`src/rtl/mistral_mul_seq_if.sv`:
```
`default_nettype none
// ============================================================================
// Module      : mistral_mul_seq_if
// Description : Operand/product handshake bundle for the mistral_mul_seq
//               iterative multiplier. The master drives operands and
//               accepts products. The slave is the multiplier.
//               With MISTRAL_MUL_SEQ_SIGNED_EN defined, the bundle also
//               carries a per-operation is_signed flag.
// Revision    : 1.0 - initial release
// ============================================================================
interface mistral_mul_seq_if #(
    parameter int TILE_WIDTH = 27,
    parameter int TILES      = 2
);
    localparam int c_w = TILE_WIDTH * TILES;

    // Operand channel
    logic             in_valid;
    logic             in_ready;
    logic [c_w-1:0]   a;
    logic [c_w-1:0]   b;
`ifdef MISTRAL_MUL_SEQ_SIGNED_EN
    logic             is_signed;
`endif

    // Product channel
    logic             out_valid;
    logic             out_ready;
    logic [2*c_w-1:0] y;

`ifdef MISTRAL_MUL_SEQ_SIGNED_EN
    modport master (
        output in_valid, a, b, is_signed, out_ready,
        input  in_ready, out_valid, y
    );
    modport slave (
        input  in_valid, a, b, is_signed, out_ready,
        output in_ready, out_valid, y
    );
`else
    modport master (
        output in_valid, a, b, out_ready,
        input  in_ready, out_valid, y
    );
    modport slave (
        input  in_valid, a, b, out_ready,
        output in_ready, out_valid, y
    );
`endif
endinterface
`default_nettype wire

```
`src/rtl/mistral_mul_seq.sv`:
```
`default_nettype none
// ============================================================================
// Module      : mistral_mul_seq
// Description : Iterative wide multiplier. Splits two W-bit operands
//               (W = TILE_WIDTH*TILES) into TILE_WIDTH-bit tiles and runs
//               one tile x tile partial product per cycle through a single
//               multiply. Each partial product is shift-accumulated into a
//               2W-bit product. Uses an IDLE -> MUL -> DONE handshake FSM.
//               Optional: MISTRAL_MUL_SEQ_SIGNED_EN adds a two's-complement
//               mode that is selected per operation.
// Revision    : 1.0 - initial release
// ============================================================================
module mistral_mul_seq #(
    parameter int TILE_WIDTH = 27,
    parameter int TILES      = 2
) (
    input  logic              clk,
    input  logic              aclr,
    mistral_mul_seq_if.slave  bus
);
    localparam int c_w  = TILE_WIDTH * TILES;
    localparam int c_pw = 2 * c_w;
    localparam int c_iw = (TILES > 1) ? $clog2(TILES) : 1;
    localparam int c_sw = $clog2(c_pw) + 1;

    localparam logic [c_iw-1:0] c_last   = c_iw'(TILES - 1);
    localparam logic [c_sw-1:0] c_tw_sh  = c_sw'(TILE_WIDTH);

    typedef enum logic [1:0] {
        IDLE = 2'd0,
        MUL  = 2'd1,
        DONE = 2'd2
    } state_t;

    state_t              r_state;
    state_t              w_state_next;
    logic                w_in_ready;
    logic                w_out_valid;

    logic [c_w-1:0]      r_a;
    logic [c_w-1:0]      r_b;
    logic [c_pw-1:0]     r_acc;
    logic [c_iw-1:0]     r_ia;
    logic [c_iw-1:0]     r_ib;
`ifdef MISTRAL_MUL_SEQ_SIGNED_EN
    logic                r_signed;
`endif

    logic                w_last;
    logic                w_accept;
    logic [TILE_WIDTH-1:0] w_a_tiles [TILES];
    logic [TILE_WIDTH-1:0] w_b_tiles [TILES];
    logic [TILE_WIDTH-1:0] w_a_tile;
    logic [TILE_WIDTH-1:0] w_b_tile;
    logic                w_a_ext;
    logic                w_b_ext;
    logic signed [2*TILE_WIDTH+1:0] w_pp_full;
    logic [c_pw-1:0]     w_pp;
    logic [c_sw-1:0]     w_sh;
    logic [c_pw-1:0]     w_acc_next;

    // ------------------------------------------------------------------
    // Tile slicing of the latched operands
    // ------------------------------------------------------------------
    for (genvar g = 0; g < TILES; g++) begin : g_tile
        assign w_a_tiles[g] = r_a[g*TILE_WIDTH +: TILE_WIDTH];
        assign w_b_tiles[g] = r_b[g*TILE_WIDTH +: TILE_WIDTH];
    end

    assign w_a_tile = w_a_tiles[r_ia];
    assign w_b_tile = w_b_tiles[r_ib];

    // The extension bit is the tile's sign only for the top tile of a
    // signed operation. Every other tile is zero-extended, so one signed
    // (TILE_WIDTH+1)-bit multiply covers all four signedness combinations.
`ifdef MISTRAL_MUL_SEQ_SIGNED_EN
    assign w_a_ext = r_signed & (r_ia == c_last) & w_a_tile[TILE_WIDTH-1];
    assign w_b_ext = r_signed & (r_ib == c_last) & w_b_tile[TILE_WIDTH-1];
`else
    assign w_a_ext = 1'b0;
    assign w_b_ext = 1'b0;
`endif

    assign w_pp_full  = $signed({w_a_ext, w_a_tile}) * $signed({w_b_ext, w_b_tile});
    // The size cast sign-extends, or truncates when TILES=1. Both are
    // correct modulo 2^(2W).
    assign w_pp       = c_pw'(w_pp_full);
    assign w_sh       = c_tw_sh * (c_sw'(r_ia) + c_sw'(r_ib));
    assign w_acc_next = r_acc + (w_pp << w_sh);

    assign w_last     = (r_ia == c_last) && (r_ib == c_last);
    assign w_accept   = (r_state == IDLE) && bus.in_valid;

    // ------------------------------------------------------------------
    // FSM state register
    // ------------------------------------------------------------------
    always_ff @(posedge clk or negedge aclr) begin
        if (!aclr) begin
            r_state <= IDLE;
        end else begin
            r_state <= w_state_next;
        end
    end

    // ------------------------------------------------------------------
    // Next-state and handshake outputs
    // ------------------------------------------------------------------
    always_comb begin
        w_state_next = r_state;
        w_in_ready   = 1'b0;
        w_out_valid  = 1'b0;
        case (r_state)
            IDLE: begin
                w_in_ready = 1'b1;
                if (bus.in_valid) begin
                    w_state_next = MUL;
                end
            end
            MUL: begin
                if (w_last) begin
                    w_state_next = DONE;
                end
            end
            DONE: begin
                w_out_valid = 1'b1;
                if (bus.out_ready) begin
                    w_state_next = IDLE;
                end
            end
            default: begin
                w_state_next = IDLE;
            end
        endcase
    end

    // ------------------------------------------------------------------
    // Operand latch, tile walk and shift-accumulate datapath
    // ------------------------------------------------------------------
    always_ff @(posedge clk or negedge aclr) begin
        if (!aclr) begin
            r_a   <= '0;
            r_b   <= '0;
            r_acc <= '0;
            r_ia  <= '0;
            r_ib  <= '0;
`ifdef MISTRAL_MUL_SEQ_SIGNED_EN
            r_signed <= 1'b0;
`endif
        end else if (w_accept) begin
            r_a   <= bus.a;
            r_b   <= bus.b;
            r_acc <= '0;
            r_ia  <= '0;
            r_ib  <= '0;
`ifdef MISTRAL_MUL_SEQ_SIGNED_EN
            r_signed <= bus.is_signed;
`endif
        end else if (r_state == MUL) begin
            r_acc <= w_acc_next;
            // The inner index runs over B tiles and the outer index runs
            // over A tiles. Both indices return to zero after the last
            // partial product.
            if (w_last) begin
                r_ia <= '0;
                r_ib <= '0;
            end else if (r_ib == c_last) begin
                r_ib <= '0;
                r_ia <= r_ia + 1'b1;
            end else begin
                r_ib <= r_ib + 1'b1;
            end
        end
    end

    assign bus.in_ready  = w_in_ready;
    assign bus.out_valid = w_out_valid;
    assign bus.y         = r_acc;

endmodule
`default_nettype wire

```
`src/flat_wrapper.sv`:
```
// flat-port wrapper written by rule: the top's interface ports become plain ports
module mistral_mul_seq_flat 
#(
    parameter int TILE_WIDTH = 27,
    parameter int TILES      = 2
)
  (clk, aclr, bus_in_valid, bus_a, bus_b, bus_out_ready, bus_in_ready, bus_out_valid, bus_y);
  mistral_mul_seq_if #(.TILE_WIDTH(TILE_WIDTH), .TILES(TILES)) bus_i ();
  input  logic clk;
  input  logic aclr;
  input wire logic [$bits(bus_i.in_valid)-1:0] bus_in_valid;
  input wire logic [$bits(bus_i.a)-1:0] bus_a;
  input wire logic [$bits(bus_i.b)-1:0] bus_b;
  input wire logic [$bits(bus_i.out_ready)-1:0] bus_out_ready;
  output wire logic [$bits(bus_i.in_ready)-1:0] bus_in_ready;
  output wire logic [$bits(bus_i.out_valid)-1:0] bus_out_valid;
  output wire logic [$bits(bus_i.y)-1:0] bus_y;
  assign bus_i.in_valid = bus_in_valid;
  assign bus_i.a = bus_a;
  assign bus_i.b = bus_b;
  assign bus_i.out_ready = bus_out_ready;
  assign bus_in_ready = bus_i.in_ready;
  assign bus_out_valid = bus_i.out_valid;
  assign bus_y = bus_i.y;
  mistral_mul_seq #(.TILE_WIDTH(TILE_WIDTH), .TILES(TILES)) u_core (.clk(clk), .aclr(aclr), .bus(bus_i));
endmodule
```
`config.mk`:
```
export PLATFORM = sky130hd
export DESIGN_NAME = mistral_mul_seq_flat
export DESIGN_NICKNAME = d
export VERILOG_FILES = /design/src/rtl/mistral_mul_seq_if.sv /design/src/rtl/mistral_mul_seq.sv /design/src/flat_wrapper.sv
export SDC_FILE = /design/constraint.sdc
export NUM_CORES = 2
export LEC_CHECK = 0
export CORE_ASPECT_RATIO = 0.75
export CORE_UTILIZATION = 55
export CTS_CLUSTER_SIZE = 14
export DETAILED_ROUTE_END_ITERATION = 8
export DONT_BUFFER_PORTS = 1
export GPL_TIMING_DRIVEN = 0
export PLACE_DENSITY = 0.7
export SLEW_MARGIN = 10
export SYNTH_ARGS = -nofsm -noshare
export SYNTH_HDL_FRONTEND = slang
export SYNTH_SLANG_ARGS = --single-unit
```
`constraint.sdc`:
```
create_clock -name clk -period 15.35 [get_ports clk]
set_clock_uncertainty 0.15 [all_clocks]
set_input_delay 3.07 -clock clk [delete_from_list [all_inputs] [get_ports clk]]
set_output_delay 3.07 -clock clk [all_outputs]
set_load 0.02 [all_outputs]
```
Yosys cells after proc, flatten, opt, wreduce, memory -nomap -nowiden. Cells that the tools add are included.

Bits in registers: 220. Output and inout bits: 110.

Add/subtract/negate cells: 4. Multiply operators: 2. Order comparisons: 2. Equality and inequality tests: 5. Shift operators: 1. Mux-type cells: 22. Bitwise logic cells: 2. Reduce and logical (&&, ||, !) cells: 7.

Operators with widths (number): two-way mux 108 bit (2); two-way mux 27 bit (6); adder 108 bit (1); left shift 108 x 8 -> 108 bit (1); multiplier 27 x 27 -> 54 bit (1); two-way mux 1 bit (10); multiplier 5 x 8 -> 8 bit (first input constant) (1); two-way mux 2 bit (3); one-hot mux 2 bit (3 select lines) (1); >= comparator 2 bit (second input constant) (2); != test 2 bit (second input constant) (2); inverter 1 -> 2 bit (2); AND reduction 3 bit (1); nonzero test 3 bit (1); adder 1 bit (second input constant) (2); adder 1 x 1 -> 2 bit (1); == test 2 x 1 -> 1 bit (second input constant) (1); == test 2 bit (second input constant) (1); logical AND 1 bit (2); logical NOT 2 bit (1); != test 2 x 1 -> 1 bit (second input constant) (1); AND reduction 2 bit (1); nonzero test 2 bit (1).

Depth between registers and ports, before layout.
Word-level depth: 9. Gate-level depth with buffers: 46. Mapped depth without buffers: 41.

Worst setup path before layout. No wires, ideal clock.

Path type: reg2reg. From: register u_core.r_ia. To: register u_core.r_acc[106] (netlist: u_core.bus.y[106]). Setup time: 0.136 ns. Data arrival time: 11.381 ns. Slack: 3.682 ns. Stages on the path, launching flop included: 45. Path buffers: 4. Period minus slack after synthesis: 11.668 ns. Cell sequence: dfrtp_1 > clkbuf_1 > buf_1 > mux2i_1 > nor2_1 > fa_1 > inv_1 > fa_1 > inv_1 > fa_1 > inv_1 > fa_1 > inv_1 > fa_1 > fa_1 > inv_1 > fa_1 > inv_1 > (+9 left out) > nor2_4 > mux4_2 > mux2i_1 > mux2_1 > nor2_1 > ha_1 > clkbuf_1 > nand2_1 > o21ai_0 > a21oi_1 > o21ai_0 > a21oi_1 > o221ai_1 > a21oi_1 > o31ai_1 > a21oi_1 > o2111ai_1 > or3b_2.

Word-level cells in the longest chain between the ends: 9. Elaborated cells on any way between the ends: 11.

Ends and longest elaborated chain: start: declaration (line mistral_mul_seq.sv:43) `logic [c_iw-1:0] r_ia;`; start signal: assignment (line mistral_mul_seq.sv:168) `r_ia <= r_ia + 1'b1;`; inverter 1 -> 2 bit (not written as such) (line mistral_mul_seq.sv:70) `assign w_a_tile = w_a_tiles[r_ia];`; two-way mux 27 bit (not written as such) (3 in a row) (line mistral_mul_seq.sv:70); multiplier 27 x 27 -> 54 bit (line mistral_mul_seq.sv:84) `assign w_pp_full = $signed({w_a_ext, w_a_tile}) * $signed({w_b_ext, w_b_tile});`; left shift 108 x 8 -> 108 bit (*) (line mistral_mul_seq.sv:89) `assign w_acc_next = r_acc + (w_pp << w_sh);`; adder 108 bit (*) (line mistral_mul_seq.sv:89); two-way mux 108 bit (*) (line mistral_mul_seq.sv:158) `end else if (r_state == MUL) begin`; two-way mux 108 bit (*) (line mistral_mul_seq.sv:149) `end else if (w_accept) begin`; end signal: assignment (line mistral_mul_seq.sv:159) `r_acc <= w_acc_next;`; end: declaration (line mistral_mul_seq.sv:42) `logic [c_pw-1:0] r_acc;`.

Every way passes the cells marked *; elsewhere a longest branch is shown, timed or not. The select of a mux whose other input is x is not followed. A chain may end at the register's enable or synchronous reset.

Final worst setup path.
From: register u_core.r_ia. To: register u_core.r_acc[97] (netlist: u_core.bus.y[97]).

Same word-level chain as after synthesis.

==> run_results.csv <==
group,metric,value,unit
clock_tree,cts_tree,"done",
critical_path,arrival,15710,ps
timing,period_minus_slack,15330,ps
critical_path,cp_top_family,"compound AO/OA/AOI/OAI gates",
detailed_routing,first_pass_iters,8,
clock_tree,root_buffer,"clkbuf_16",
synth,syn-cell-area,43300,sq um
floorplanning,die_area,79800,sq um
layout,design_area,46100,sq um
clock_tree,cts_buffers,29,
timing,fin_crit_sh,99.9,%
layout,nFillCells,6934,
clock_tree,insertion_delay,660,ps
critical_path,path_buf_inv,6,
timing,worst_pin_slew,1450,ps
timing,max-slew-margin-rel,3.11,%
global_routing,first_global_vias,39800,
critical_path,cp-end-kind,"flop",
layout,multi_input_area,34100,sq um
global_routing,grt_use_total,47.0,%
detailed_routing,drt_iter0_markers,5642,
floorplanning,num_rows,88,
synth,synth_area_leaders,"fa_1 29%, dfrtp_1 13%, ha_1 9.0%, nand2_1 6.9%, inv_1 6.8%",
detailed_routing,wl_per_cell,29.9,microns
critical_path,crit_type,"reg -> reg",
layout,drive_above_1_share,7.68,%
critical_path,crit_top_cell,"fa_1",
synth,synth_nets,6236,
synth,seq_area_frac_synth,12.7,%
synth,synth_top_area_share,28.9,%
layout,nNetsFinal,6274,
global_routing,antenna_found_initial,10,
detailed_routing,via_per_inst,6.54,
synth,syn_avg_cell_area,8.34,sq um
detailed_routing,routed_wl,188000,microns
synth,synthFlopType,"dfrtp_1",
placement,place.gp.congestion,1.11,
placement,dp.cells,6231,
placement,postPlaceCellArea,44700,sq um
detailed_routing,postRouteAntennaNets,0,
synth,async_flop_share,100,%
timing,hold_viol,0,
clock_tree,post-cts-setup-buffers,0,
critical_path,critPathMaxStageDelay,1190,ps
floorplanning,coreArea,77400,sq um
detailed_routing,drc,0,
critical_path,crit_path_max_fanout,10,
timing,max_freq,65.2,MHz
detailed_routing,vias,41200,
layout,final_cells,6293,
clock_tree,htreeDepth,1,
floorplanning,num_io_pins,222,
clock_tree,clk_pin_slew,80,ps
placement,port_buffers,0,
synth,ys_ff_latch,220,
critical_path,required,15730,ps
global_routing,grt_max_degree,221,
floorplanning,initial_core_util,55.9,%
timing,slew_violations,0,
layout,utilization,59.6,%
floorplanning,die-height,245,microns
synth,yosysTopAreaCell,"fa_1",
flow_run,cap_violations,0,
synth,syn_inst,5189,
timing,setup_violations,0,
synth,synth_edf_count,0,
global_routing,grt_pass1_wl,272000,microns
status,status,"finished clean",
clock_tree,cts_hold_buf,0,
synth,yosysWarnings,0,
floorplanning,chipWidth,326,microns
clock_tree,clock_path_buffers,3,
layout,seqCellArea,5510,sq um
placement,place_hpwl,155000,microns
global_routing,grt_overflow_total,0,
synth,ys_types,96,
critical_path,cp_slowest_cell,"mux2i_1",
hold_path,hold_class,"reg -> reg",
clock_tree,cts.sinks,220,
critical_path,worstSetupStartpointType,"flop",
layout,area_delta_synth_final,6.65,%
-- cell usage after synthesis (all sizes together) (21+ instances only) --
| cell type | n |
|---|---|
| nand2 | 792 |
| inv | 782 |
| fa | 625 |
| nor2 | 461 |
| ha | 310 |
| a21oi | 266 |
| o21ai | 250 |
| clkbuf | 226 |
| dfrtp | 220 |
| mux2 | 190 |
| mux2i | 93 |
| a21o | 90 |
| xnor2 | 85 |
| nand4 | 67 |
| xor2 | 56 |
| buf | 51 |
| nand3 | 47 |
| and2 | 44 |
| o21bai | 40 |
| o22ai | 40 |
| nor3 | 35 |
| a211oi | 32 |
| a31oi | 31 |
| o21a | 27 |
| and3 | 24 |
| o211ai | 24 |
| o31ai | 22 |
| nor2b | 21 |
-- metrics by stage --
step | hold slack, ps | setup TNS (ps) | setup slack [ps]
floorplan | 325 | 0 | 3680
global placement | 335 | -29520 | -1350
detailed placement | 342 | -16310 | -1020
CTS | 357 | 0 | 38.1
global route | 368 | -33.2 | -33.2
finish | 359 | 0 | 15.1
-- final timing paths --
kind	startpoint	to	slack (ps)	depth (start not counted)
worst max-delay path	u_core.r_ia	u_core.bus.y[97]	20	40
worst min-delay path	u_core.r_b[19]	u_core.r_b[19]	360	1
worst max register to register	u_core.r_ia	u_core.bus.y[97]	20	40
worst min register to register	u_core.r_b[19]	u_core.r_b[19]	360	1
max in group asynchronous	aclr	u_core.r_b[16]	12680	0
min in group asynchronous	aclr	u_core.bus.y[70]	1980	0
-- sequential cells by signal (all words and copies together), names as in the netlist --
signal / count
u_core.r_ia: 1
u_core.r_state: 2
u_core.r_ib: 1
u_core.r_b: 54
u_core.bus.y: 108
u_core.r_a: 54
-- cell type report --
class                   instances  area share [%]
multi-input cells            3909            74.0
inverters                     783            6.37
clock buffers                  40            1.75
plain buffers                 276            2.45
clock inverters                14           0.429
flip-flops and latches        220            11.9
diodes                          8          0.0434
well taps                    1035            2.81
repair buffers                  8           0.203
-- worst register-to-register path: cells and delay by family, from the launching register on --
family	cells	cell delay, ps
DFF	1	670
AOI/OAI and AO/OA	13	4680
xor gates and xnor gates	1	150
adders and majority gates	9	4140
muxes	4	2410
and+or+nand+nor	7	1500
buffers and inverters	6	1510
-- what timing repair did --
| item | in CTS | in global routing |
|---|---|---|
| gates cloned | 0 | 0 |
| resized for setup | 31 | 107 |
| pin swaps | 0 | 0 |
| endpoints found under the setup margin | 42 | 32 |
-- layer usage --
| metal | vias to the layer above | part of all wire (%) | track usage [%] |
|---|---|---|---|
| li1 | 17100 | - | - |
| met3 | 449 | 18 | 25.2 |
| met4 | 14 | 3.0 | 12.7 |
| met2 | 3100 | 37 | 59.0 |
| met5 | - | 0.085 | 0 |
| met1 | 20500 | 42 | 68.3 |
-- cell families (layout without fill, tap and decap cells) --
logic type	after synthesis	after routing	share of synthesized area [%]
buffers and inverters	1060	1121	9.25
DFF	220	220	12.7
muxes	287	287	7.34
other	0	8	0
adders and majority gates	935	935	37.9
and+or+nand+nor	1563	1563	15.3
AOI/OAI and AO/OA	983	983	14.7
xor gates and xnor gates	141	141	2.85
-- cells in the final DEF (no fill, tap or decap), types with 20 or more instances in the layout --
cell type	n
nor3_1	33
inv_1	781
clkbuf_1	196
nand2_1	792
buf_1	27
a31oi_1	31
o21bai_1	40
fa_1	625
a21oi_1	265
and3_1	23
a211oi_1	29
nor2_1	459
o211ai_1	24
ha_1	310
a21o_1	90
o21a_1	26
dfrtp_1	220
o31ai_1	20
o22ai_1	40
nand4_1	67
clkbuf_2	39
mux2_2	184
mux2i_1	55
xor2_1	56
and2_1	43
nand3_1	47
clkbuf_16	29
xnor2_1	82
nor2b_1	21
mux2i_4	20
o21ai_0	235
Power is left out: the tool's default activity adds up to more than one toggle a clock period on the data nets, which glitch-free logic cannot reach.
